## src/rtl/serial_adder_pkg.sv

```systemverilog
// Shared types and helpers for the bit-serial adder controller.
// FSM encodings and the bit-counter width derivation live here.
package serial_adder_pkg;

  typedef enum logic [1:0] {
    IDLE = 2'd0,
    RUN  = 2'd1,
    DONE = 2'd2
  } state_t;

  // The counter must be able to hold WIDTH itself, since it steps once past the last bit.
  function automatic int calc_cnt_w(input int width);
    return $clog2(width + 1);
  endfunction

endpackage

```

## src/rtl/serial_adder_ctrl_if.sv

```systemverilog
// Request/result handshake bundle for serial_adder_ctrl.
// Optional macro SERIAL_ADDER_SUB_EN adds the sub (subtract) request bit.
interface serial_adder_ctrl_if #(
  parameter int WIDTH = 8
);
  logic             start;
  logic [WIDTH-1:0] a_in;
  logic [WIDTH-1:0] b_in;
  logic             cin;
`ifdef SERIAL_ADDER_SUB_EN
  logic             sub;
`endif
  logic             busy;
  logic             done;
  logic [WIDTH-1:0] sum;
  logic             cout;

`ifdef SERIAL_ADDER_SUB_EN
  modport master (output start, a_in, b_in, cin, sub, input busy, done, sum, cout);
  modport slave  (input start, a_in, b_in, cin, sub, output busy, done, sum, cout);
`else
  modport master (output start, a_in, b_in, cin, input busy, done, sum, cout);
  modport slave  (input start, a_in, b_in, cin, output busy, done, sum, cout);
`endif

endinterface

```

## src/rtl/serial_adder_ctrl_fa.sv

```systemverilog
// The team's FULL_ADDER cell: one-bit sum and carry of three inputs.
// Port order is carry out, sum out, then the three addend bits.
module serial_adder_ctrl_fa (
  output logic co,
  output logic s,
  input  logic a,
  input  logic b,
  input  logic c
);

  assign s  = a ^ b ^ c;
  assign co = (a & b) | (a & c) | (b & c);

endmodule

```

## src/rtl/serial_adder_ctrl.sv

```systemverilog
// Bit-serial adder: one shared full-adder cell, LSB first, one bit per clock.
// Define SERIAL_ADDER_SUB_EN to add a subtract request (A - B via ~B and carry-in 1).
module serial_adder_ctrl
  import serial_adder_pkg::*;
#(
  parameter int WIDTH = 8
) (
  input  logic                clk,
  input  logic                rst_n,
  serial_adder_ctrl_if.slave  bus
);

  localparam int CNT_W = calc_cnt_w(WIDTH);
  localparam logic [CNT_W-1:0] LAST_CNT = CNT_W'(WIDTH - 1);

  state_t           state;
  state_t           state_nxt;
  logic             load;
  logic             shift;
  logic             last;

  logic [WIDTH-1:0] a_sh;
  logic [WIDTH-1:0] b_sh;
  logic [WIDTH-2:0] res_sh;
  logic [WIDTH-1:0] res_nxt;
  logic             carry;
  logic [CNT_W-1:0] cnt;
  logic [WIDTH-1:0] sum_q;
  logic             cout_q;

  logic [WIDTH-1:0] b_load;
  logic             carry_load;
  logic             fa_co;
  logic             fa_s;

`ifdef SERIAL_ADDER_SUB_EN
  assign b_load     = bus.sub ? ~bus.b_in : bus.b_in;
  assign carry_load = bus.sub ? 1'b1 : bus.cin;
`else
  assign b_load     = bus.b_in;
  assign carry_load = bus.cin;
`endif

  serial_adder_ctrl_fa u_fa (
    .co (fa_co),
    .s  (fa_s),
    .a  (a_sh[0]),
    .b  (b_sh[0]),
    .c  (carry)
  );

  // Result so far with this cycle's sum bit entering at the top.
  assign res_nxt = {fa_s, res_sh};

  always_ff @(posedge clk or negedge rst_n) begin
    if (!rst_n) begin
      state <= IDLE;
    end else begin
      state <= state_nxt;
    end
  end

  always_comb begin
    state_nxt = IDLE;
    load      = 1'b0;
    shift     = 1'b0;
    last      = 1'b0;
    case (state)
      RUN: begin
        shift = 1'b1;
        if (cnt == LAST_CNT) begin
          last      = 1'b1;
          state_nxt = DONE;
        end else begin
          state_nxt = RUN;
        end
      end
      DONE: begin
        state_nxt = IDLE;
      end
      default: begin
        // IDLE and any unused encoding behave identically.
        if (bus.start) begin
          load      = 1'b1;
          state_nxt = RUN;
        end
      end
    endcase
  end

  always_ff @(posedge clk or negedge rst_n) begin
    if (!rst_n) begin
      a_sh   <= '0;
      b_sh   <= '0;
      res_sh <= '0;
      carry  <= 1'b0;
      cnt    <= '0;
      sum_q  <= '0;
      cout_q <= 1'b0;
    end else if (load) begin
      a_sh  <= bus.a_in;
      b_sh  <= b_load;
      carry <= carry_load;
      cnt   <= '0;
    end else if (shift) begin
      a_sh   <= a_sh >> 1;
      b_sh   <= b_sh >> 1;
      res_sh <= res_nxt[WIDTH-1:1];
      carry  <= fa_co;
      cnt    <= cnt + CNT_W'(1);
      if (last) begin
        sum_q  <= res_nxt;
        cout_q <= fa_co;
      end
    end
  end

  assign bus.busy = (state == RUN) || (state == DONE);
  assign bus.done = (state == DONE);
  assign bus.sum  = sum_q;
  assign bus.cout = cout_q;

endmodule

```

## src/flat_wrapper.sv

```systemverilog
// flat-port wrapper written by rule: the top's interface ports become plain ports
module serial_adder_ctrl_flat import serial_adder_pkg::*;
#(
  parameter int WIDTH = 8
)
  (clk, rst_n, bus_start, bus_a_in, bus_b_in, bus_cin, bus_busy, bus_done, bus_sum, bus_cout);
  serial_adder_ctrl_if #(.WIDTH(WIDTH)) bus_i ();
  input  logic clk;
  input  logic rst_n;
  input wire logic [$bits(bus_i.start)-1:0] bus_start;
  input wire logic [$bits(bus_i.a_in)-1:0] bus_a_in;
  input wire logic [$bits(bus_i.b_in)-1:0] bus_b_in;
  input wire logic [$bits(bus_i.cin)-1:0] bus_cin;
  output wire logic [$bits(bus_i.busy)-1:0] bus_busy;
  output wire logic [$bits(bus_i.done)-1:0] bus_done;
  output wire logic [$bits(bus_i.sum)-1:0] bus_sum;
  output wire logic [$bits(bus_i.cout)-1:0] bus_cout;
  assign bus_i.start = bus_start;
  assign bus_i.a_in = bus_a_in;
  assign bus_i.b_in = bus_b_in;
  assign bus_i.cin = bus_cin;
  assign bus_busy = bus_i.busy;
  assign bus_done = bus_i.done;
  assign bus_sum = bus_i.sum;
  assign bus_cout = bus_i.cout;
  serial_adder_ctrl #(.WIDTH(WIDTH)) u_core (.clk(clk), .rst_n(rst_n), .bus(bus_i));
endmodule
```

## config.mk

```make
export PLATFORM = sky130hd
export DESIGN_NAME = serial_adder_ctrl_flat
export DESIGN_NICKNAME = d
export VERILOG_FILES = /design/src/rtl/serial_adder_pkg.sv /design/src/rtl/serial_adder_ctrl_if.sv /design/src/rtl/serial_adder_ctrl_fa.sv /design/src/rtl/serial_adder_ctrl.sv /design/src/flat_wrapper.sv
export SDC_FILE = /design/constraint.sdc
export NUM_CORES = 1
export LEC_CHECK = 0
export CORE_ASPECT_RATIO = 0.5
export CORE_UTILIZATION = 51
export CTS_CLUSTER_DIAMETER = 120
export CTS_CLUSTER_SIZE = 10
export DETAILED_ROUTE_END_ITERATION = 10
export PLACE_DENSITY = 0.85
export SETUP_SLACK_MARGIN = 0.5
export SLEW_MARGIN = 20
export SYNTH_ARGS = -nofsm -noshare
export SYNTH_HDL_FRONTEND = slang
export SYNTH_SLANG_ARGS = --single-unit
```

## constraint.sdc

```tcl
create_clock -name clk -period 1.8 [get_ports clk]
set_input_delay 0.18 -clock clk [delete_from_list [all_inputs] [get_ports clk]]
set_output_delay 0.18 -clock clk [all_outputs]
set_load 0.05 [all_outputs]
```

# Word level (Yosys, flattened, before mapping)
# Index checks and enable logic that the tools add are counted.
# op_classes
add_sub_neg,1
eq_ne,3
mux,16
bitwise,8
n_reduce_logical,5
# ops
op,count
8-bit two-way mux,4
1-bit two-way mux,8
4-bit two-way mux,2
4-bit by 1-bit adder with 4-bit output (second input constant),1
4-bit by 3-bit == test with 1-bit output (second input constant),1
2-bit case mux with 2 select lines,1
1-bit bitwise AND,3
3-bit AND reduction,1
2-bit by 1-bit == test with 1-bit output (second input constant),1
2-bit == test (second input constant),1
2-bit two-way mux,1
1-bit bitwise OR,2
2-bit AND reduction,1
2-bit nonzero test,1
2-bit OR reduction,1
1-bit bitwise XOR,2
1-bit logical OR,1
1-bit NOT,1
# word_totals
regBits,39
out_inout_bits,11
elab_cells,41

# Longest topological paths before layout
# Gate-level depths: netlist (run 1).
# logic_depth
word_depth,5
depth_mapped,8

# Modules after synthesis
# Synthesis (run 1) repeated with hierarchy kept, for this count alone.
# hier_totals
cells_unflattened,139
hier_area_um2,1707.9
# modules_own_cells
mod,n_inst,cells_each,area_each_um2,seq_area_each_um2
serial_adder_ctrl,1,138,1687.9,975.9
serial_adder_ctrl_fa,1,1,20.0,0.0

# Least setup slack after synthesis (run 1)
# Ideal clock, no wire load.
# synth_path
kind,register to register
start,reg u_core.state[0]
end,reg u_core.cout_q (netlist: u_core.bus.cout)
setup_ns,0.125
arrival_time_ns,1.440
setup_slack_ns,0.235
path_stages_with_launch,7
period_less_slack_ns,1.565
cell_sequence,dfrtp_1 > inv_1 > ha_1 > and2_1 > buf_2 > nor2_8 > mux2_4
# synth_between
elab_chain_len,5
word_cells_on_any_way,8
cone_classes,eq/ne: 2; mux: 3; bitwise: 1; reduce/logical: 2
# synth_lines
item,line,source
start: declaration,serial_adder_ctrl.sv:16,state_t state;
start signal: assignment,serial_adder_ctrl.sv:59,state <= state_nxt;
2-bit == test / 2-bit by 1-bit == test with 1-bit output (equally long branches),serial_adder_ctrl.sv:68,case (state)
2-bit OR reduction (no line),n/a,
1-bit two-way mux,serial_adder_ctrl.sv:68,
1-bit NOT (no line),n/a,
3-bit AND reduction (no line) (*),n/a,
end signal: assignment,serial_adder_ctrl.sv:113,cout_q <= fa_co;
end: declaration,serial_adder_ctrl.sv:29,logic cout_q;
# Every way passes the cells marked *; elsewhere a longest branch is shown, timed or not.
# A chain may end at the register's enable or synchronous reset.

# Worst setup path in the final report (run 1)
# layout_path
start,reg u_core.state[1]
end,reg u_core.sum_q[3] (netlist: u_core.bus.sum[3])
# layout_between
elab_chain_len,5
word_cells_on_any_way,8
cone_classes,eq/ne: 2; mux: 3; bitwise: 1; reduce/logical: 2
# layout_lines
item,line,source
2-bit == test / 2-bit by 1-bit == test with 1-bit output (equally long branches),serial_adder_ctrl.sv:68,
2-bit OR reduction (no line),n/a,
1-bit two-way mux,serial_adder_ctrl.sv:68,
1-bit NOT (no line),n/a,
3-bit AND reduction (no line) (*),n/a,
end signal: assignment,serial_adder_ctrl.sv:112,sum_q <= res_nxt;
end: declaration,serial_adder_ctrl.sv:28,logic [WIDTH-1:0] sum_q;
# Marked as above.

==> impl_metrics.env, run 1 <==
export IMPL_status="complete, no violations"
export IMPL_num_antenna_cells=0
export IMPL_route_detailed_drc=0
export IMPL_num_fill_cells=166
export IMPL_synth_area_leader_cell="dfrtp_1"
export IMPL_p_per_area_nw_per_um2=1690
export IMPL_nNetsFinal=204
export IMPL_setup_viol_count_final=0
export IMPL_synthFlopType="dfrtp_1"
export IMPL_max_freq_mhz=649
export IMPL_path_max_fanout=5
export IMPL_drt_iter0_drc=90
export IMPL_power_mw=4.08
export IMPL_maxCapViolations=0
export IMPL_crit_chain="inv_2 -> ha_4 -> nand4b_4 -> nor2_8 -> mux2_4"
export IMPL_io_pins=31
export IMPL_cts_made_buffers=5
export IMPL_num_vias=1194
export IMPL_required_ns=1.98
export IMPL_max_slew_margin_pct=65.8
export IMPL_avgSynthCellArea_um2=12.8
export IMPL_numClockSinks=39
export IMPL_yosys_warnings=0
export IMPL_yosys_area_top_type_share_pct=55.5
export IMPL_synth_nets=161
export IMPL_synth_area_leaders="dfrtp_1 (55%), mux2i_1 (9.1%), mux2_4 (7.7%), o21ai_1 (4.8%), mux2_1 (4.5%)"
export IMPL_stdcell_area_um2=2410
export IMPL_clk_pin_slew_worst_paths_ns=0.08
export IMPL_hpwl_um=2130
export IMPL_placementRows=14
export IMPL_worstPathArrival_ns=1.72
export IMPL_synth_cells=137
export IMPL_wl_per_cell_um=18.5
export IMPL_tritoncts="done"
export IMPL_viasPerCell=5.40
export IMPL_die_x_um=85.1
export IMPL_placed_area_um2=2080
export IMPL_post_route_period_util_pct=85.6
export IMPL_die_y_um=43.5
export IMPL_coreArea_um2=3140
export IMPL_grtUsageTotal_pct=21.4
export IMPL_crit_slowest_cell="dfrtp_1"
export IMPL_clkLatencyLatePin_ns=0.29
export IMPL_post_route_util_pct=76.9
export IMPL_min_period_ns=1.54
export IMPL_r2r_slack_ns=0.26
export IMPL_syn_to_final_growth_pct=37.1
export IMPL_fin_setup_tns_ns=0
export IMPL_die_area_um2=3700
export IMPL_first_pass_iters=4
export IMPL_numPortBuffers=30
export IMPL_grt_pass1_vias=1186
export IMPL_clock_path_buffers=2
export IMPL_ys_types=22
export IMPL_wl_um=4080
export IMPL_startpoint_type="flip-flop"
export IMPL_ant_nets=0
export IMPL_max_stage_delay_ns=0.42
export IMPL_grt_start_max_net_pins=30
export IMPL_drive_gt1_share_pct=30.9
export IMPL_root_buffer="clkbuf_8"
export IMPL_slew_viol_final=0
export IMPL_synth_async_reset_ratio_pct=100
export IMPL_skew_ns=0.00557
export IMPL_finalHoldViolations=0
export IMPL_holdCritPathClass="in2async"
export IMPL_tightest_slew_ns=0.512
export IMPL_end_kind="flip-flop"
export IMPL_p_leak_nw=1.11
export IMPL_antenna_found_initial=0
export IMPL_ir_drop_mv=0.780
export IMPL_worstSetupPathType="reg2reg"
export IMPL_rsz0062_at_grt="true"
export IMPL_gp_congestion=0.667
export IMPL_synth_cell_area_um2=1760
export IMPL_synth_seq_cells=39
export IMPL_ys_seq_area_share_pct=55.5
export IMPL_htree_levels=2
export IMPL_start_util_pct=56.1
export IMPL_grt_pass1_wl_um=5910
export IMPL_synth_edf_count=0
export IMPL_grt_overflow=0
==> per-layer routing <==
metal / wire, µm / vias up / GRT usage, %
met5: 0 / - / 0
met4: 37 / 0 / 5.08
met1: 1890 / 601 / 29.6
met2: 2010 / 31 / 34.7
met3: 148 / 6 / 5.33
li1: - / 556 / -
==> final timing paths <==
kind	start	end	cells after the start
worst max-delay path	u_core.state[1]$_DFF_PN0_	u_core.bus.sum[3]$_DFFE_PN0P_	5
worst max register to register	u_core.state[1]$_DFF_PN0_	u_core.bus.sum[3]$_DFFE_PN0P_	5
min in group clk	bus_a_in[4]	u_core.a_sh[4]$_DFFE_PN0P_	3
worst min-delay path	rst_n	u_core.res_sh[0]$_DFFE_PN0P_	2
max in group asynchronous	rst_n	u_core.a_sh[7]$_DFFE_PN0P_	3
worst min register to register	u_core.res_sh[0]$_DFFE_PN0P_	u_core.res_sh[0]$_DFFE_PN0P_	1
==> cell usage after synthesis (3+ instances only) <==
cell type	n
o21ai_1	17
nand2_1	18
inv_1	3
mux2_1	7
mux2_4	9
dfrtp_1	39
ha_1	3
buf_2	4
nor2_1	5
mux2i_1	16
==> worst max-delay path, delay by kind of cell (launching register included) <==
kind | cells | cell delay, ns
adders and majority gates | 1 | 0.16
buffers and inverters | 1 | 0.10
DFF | 1 | 0.42
muxes | 1 | 0.32
and+or+nand+nor | 2 | 0.42
==> final cells by class <==
| type | instances | area [µm²] | share of cell area [%] |
|---|---|---|---|
| inverters | 3 | 11.3 | 0.467 |
| clock inverters | 1 | 7.51 | 0.311 |
| well taps | 40 | 50.0 | 2.08 |
| multi-input cells | 88 | 774 | 32.1 |
| repair buffers | 43 | 495 | 20.6 |
| flip-flops and latches | 39 | 976 | 40.5 |
| clock buffers | 7 | 96.3 | 4.00 |
==> cell families (layout without fill, tap and decap cells) <==
kind of cell | Yosys count | after routing | synth area share, %
AND/OR/NAND/NOR | 30 | 31 | 9.25
XOR/XNOR | 3 | 3 | 1.49
buffers and inverters | 11 | 54 | 3.91
AO/OA/AOI/OAI | 18 | 18 | 5.33
adder cells (fa/ha/maj) | 4 | 4 | 3.27
multiplexers | 32 | 32 | 21.3
flip-flops | 39 | 39 | 55.5
==> placed cells by master, fill, tap and decap left out, drive strengths merged <==
master | Yosys | layout
buf | 8 | 13
xnor2 | 1 | 1
nand3b | 1 | 1
dfrtp | 39 | 39
and2 | 1 | 1
clkbuf | 0 | 10
nand2b | 2 | 2
ha | 3 | 3
nand2 | 18 | 18
a31o | 1 | 1
nor2 | 6 | 7
clkinvlp | 0 | 1
clkdlybuf4s50 | 0 | 18
nand4 | 1 | 1
mux2i | 16 | 16
o21ai | 17 | 17
mux2 | 16 | 16
dlygate4sd3 | 0 | 1
inv | 3 | 3
fa | 1 | 1
clkdlybuf4s15 | 0 | 8
nand4b | 1 | 1
xor2 | 2 | 2
==> per-stage QoR <==
step	setup WS, ns	hold WS, ns	instances
after floorplan	0.254	-0.116	137
after global placement	0.259	0.162	203
after detailed placement	0.198	0.173	203
after CTS	0.299	0.393	215
after global routing	0.216	0.440	221
final	0.258	0.392	221
==> flip-flops by register name (all words and copies together), names as in the netlist <==
name             cells
u_core.bus.sum       8
u_core.carry         1
u_core.b_sh          8
u_core.cnt           4
u_core.a_sh          8
u_core.res_sh        7
u_core.state         2
u_core.bus.cout      1
==> what timing repair did <==
item | CTS | global route
endpoints found under the setup margin | 48 | 40
pin swaps | 3 | 3
hold buffers | 1 | 0
hold endpoints to repair | 21 | 0
buffers inserted | 1 | 3
cloned | 2 | 3
gates resized for setup | 39 | 10
==> where the power goes <==
| part | leakage (nW) | internal [mW] | switching [mW] |
|---|---|---|---|
| registers | 0.499 | 1.23 | 0.265 |
| clock network | 0.0505 | 0.348 | 0.298 |
| logic | 0.562 | 0.997 | 0.934 |
Note: power is estimated with default switching activity, not from simulation.
==> inputs of run 2 (changes only) <==
--- a/config.mk
+++ b/config.mk
@@ -5,6 +5,7 @@
 export SDC_FILE = /design/constraint.sdc
 export NUM_CORES = 1
 export LEC_CHECK = 0
+export ABC_AREA = 0
 export CORE_ASPECT_RATIO = 0.5
 export CORE_UTILIZATION = 51
 export CTS_CLUSTER_DIAMETER = 120
==> results of run 2 <==
The final DEF is identical to that of run 1; final timing and power are the same.
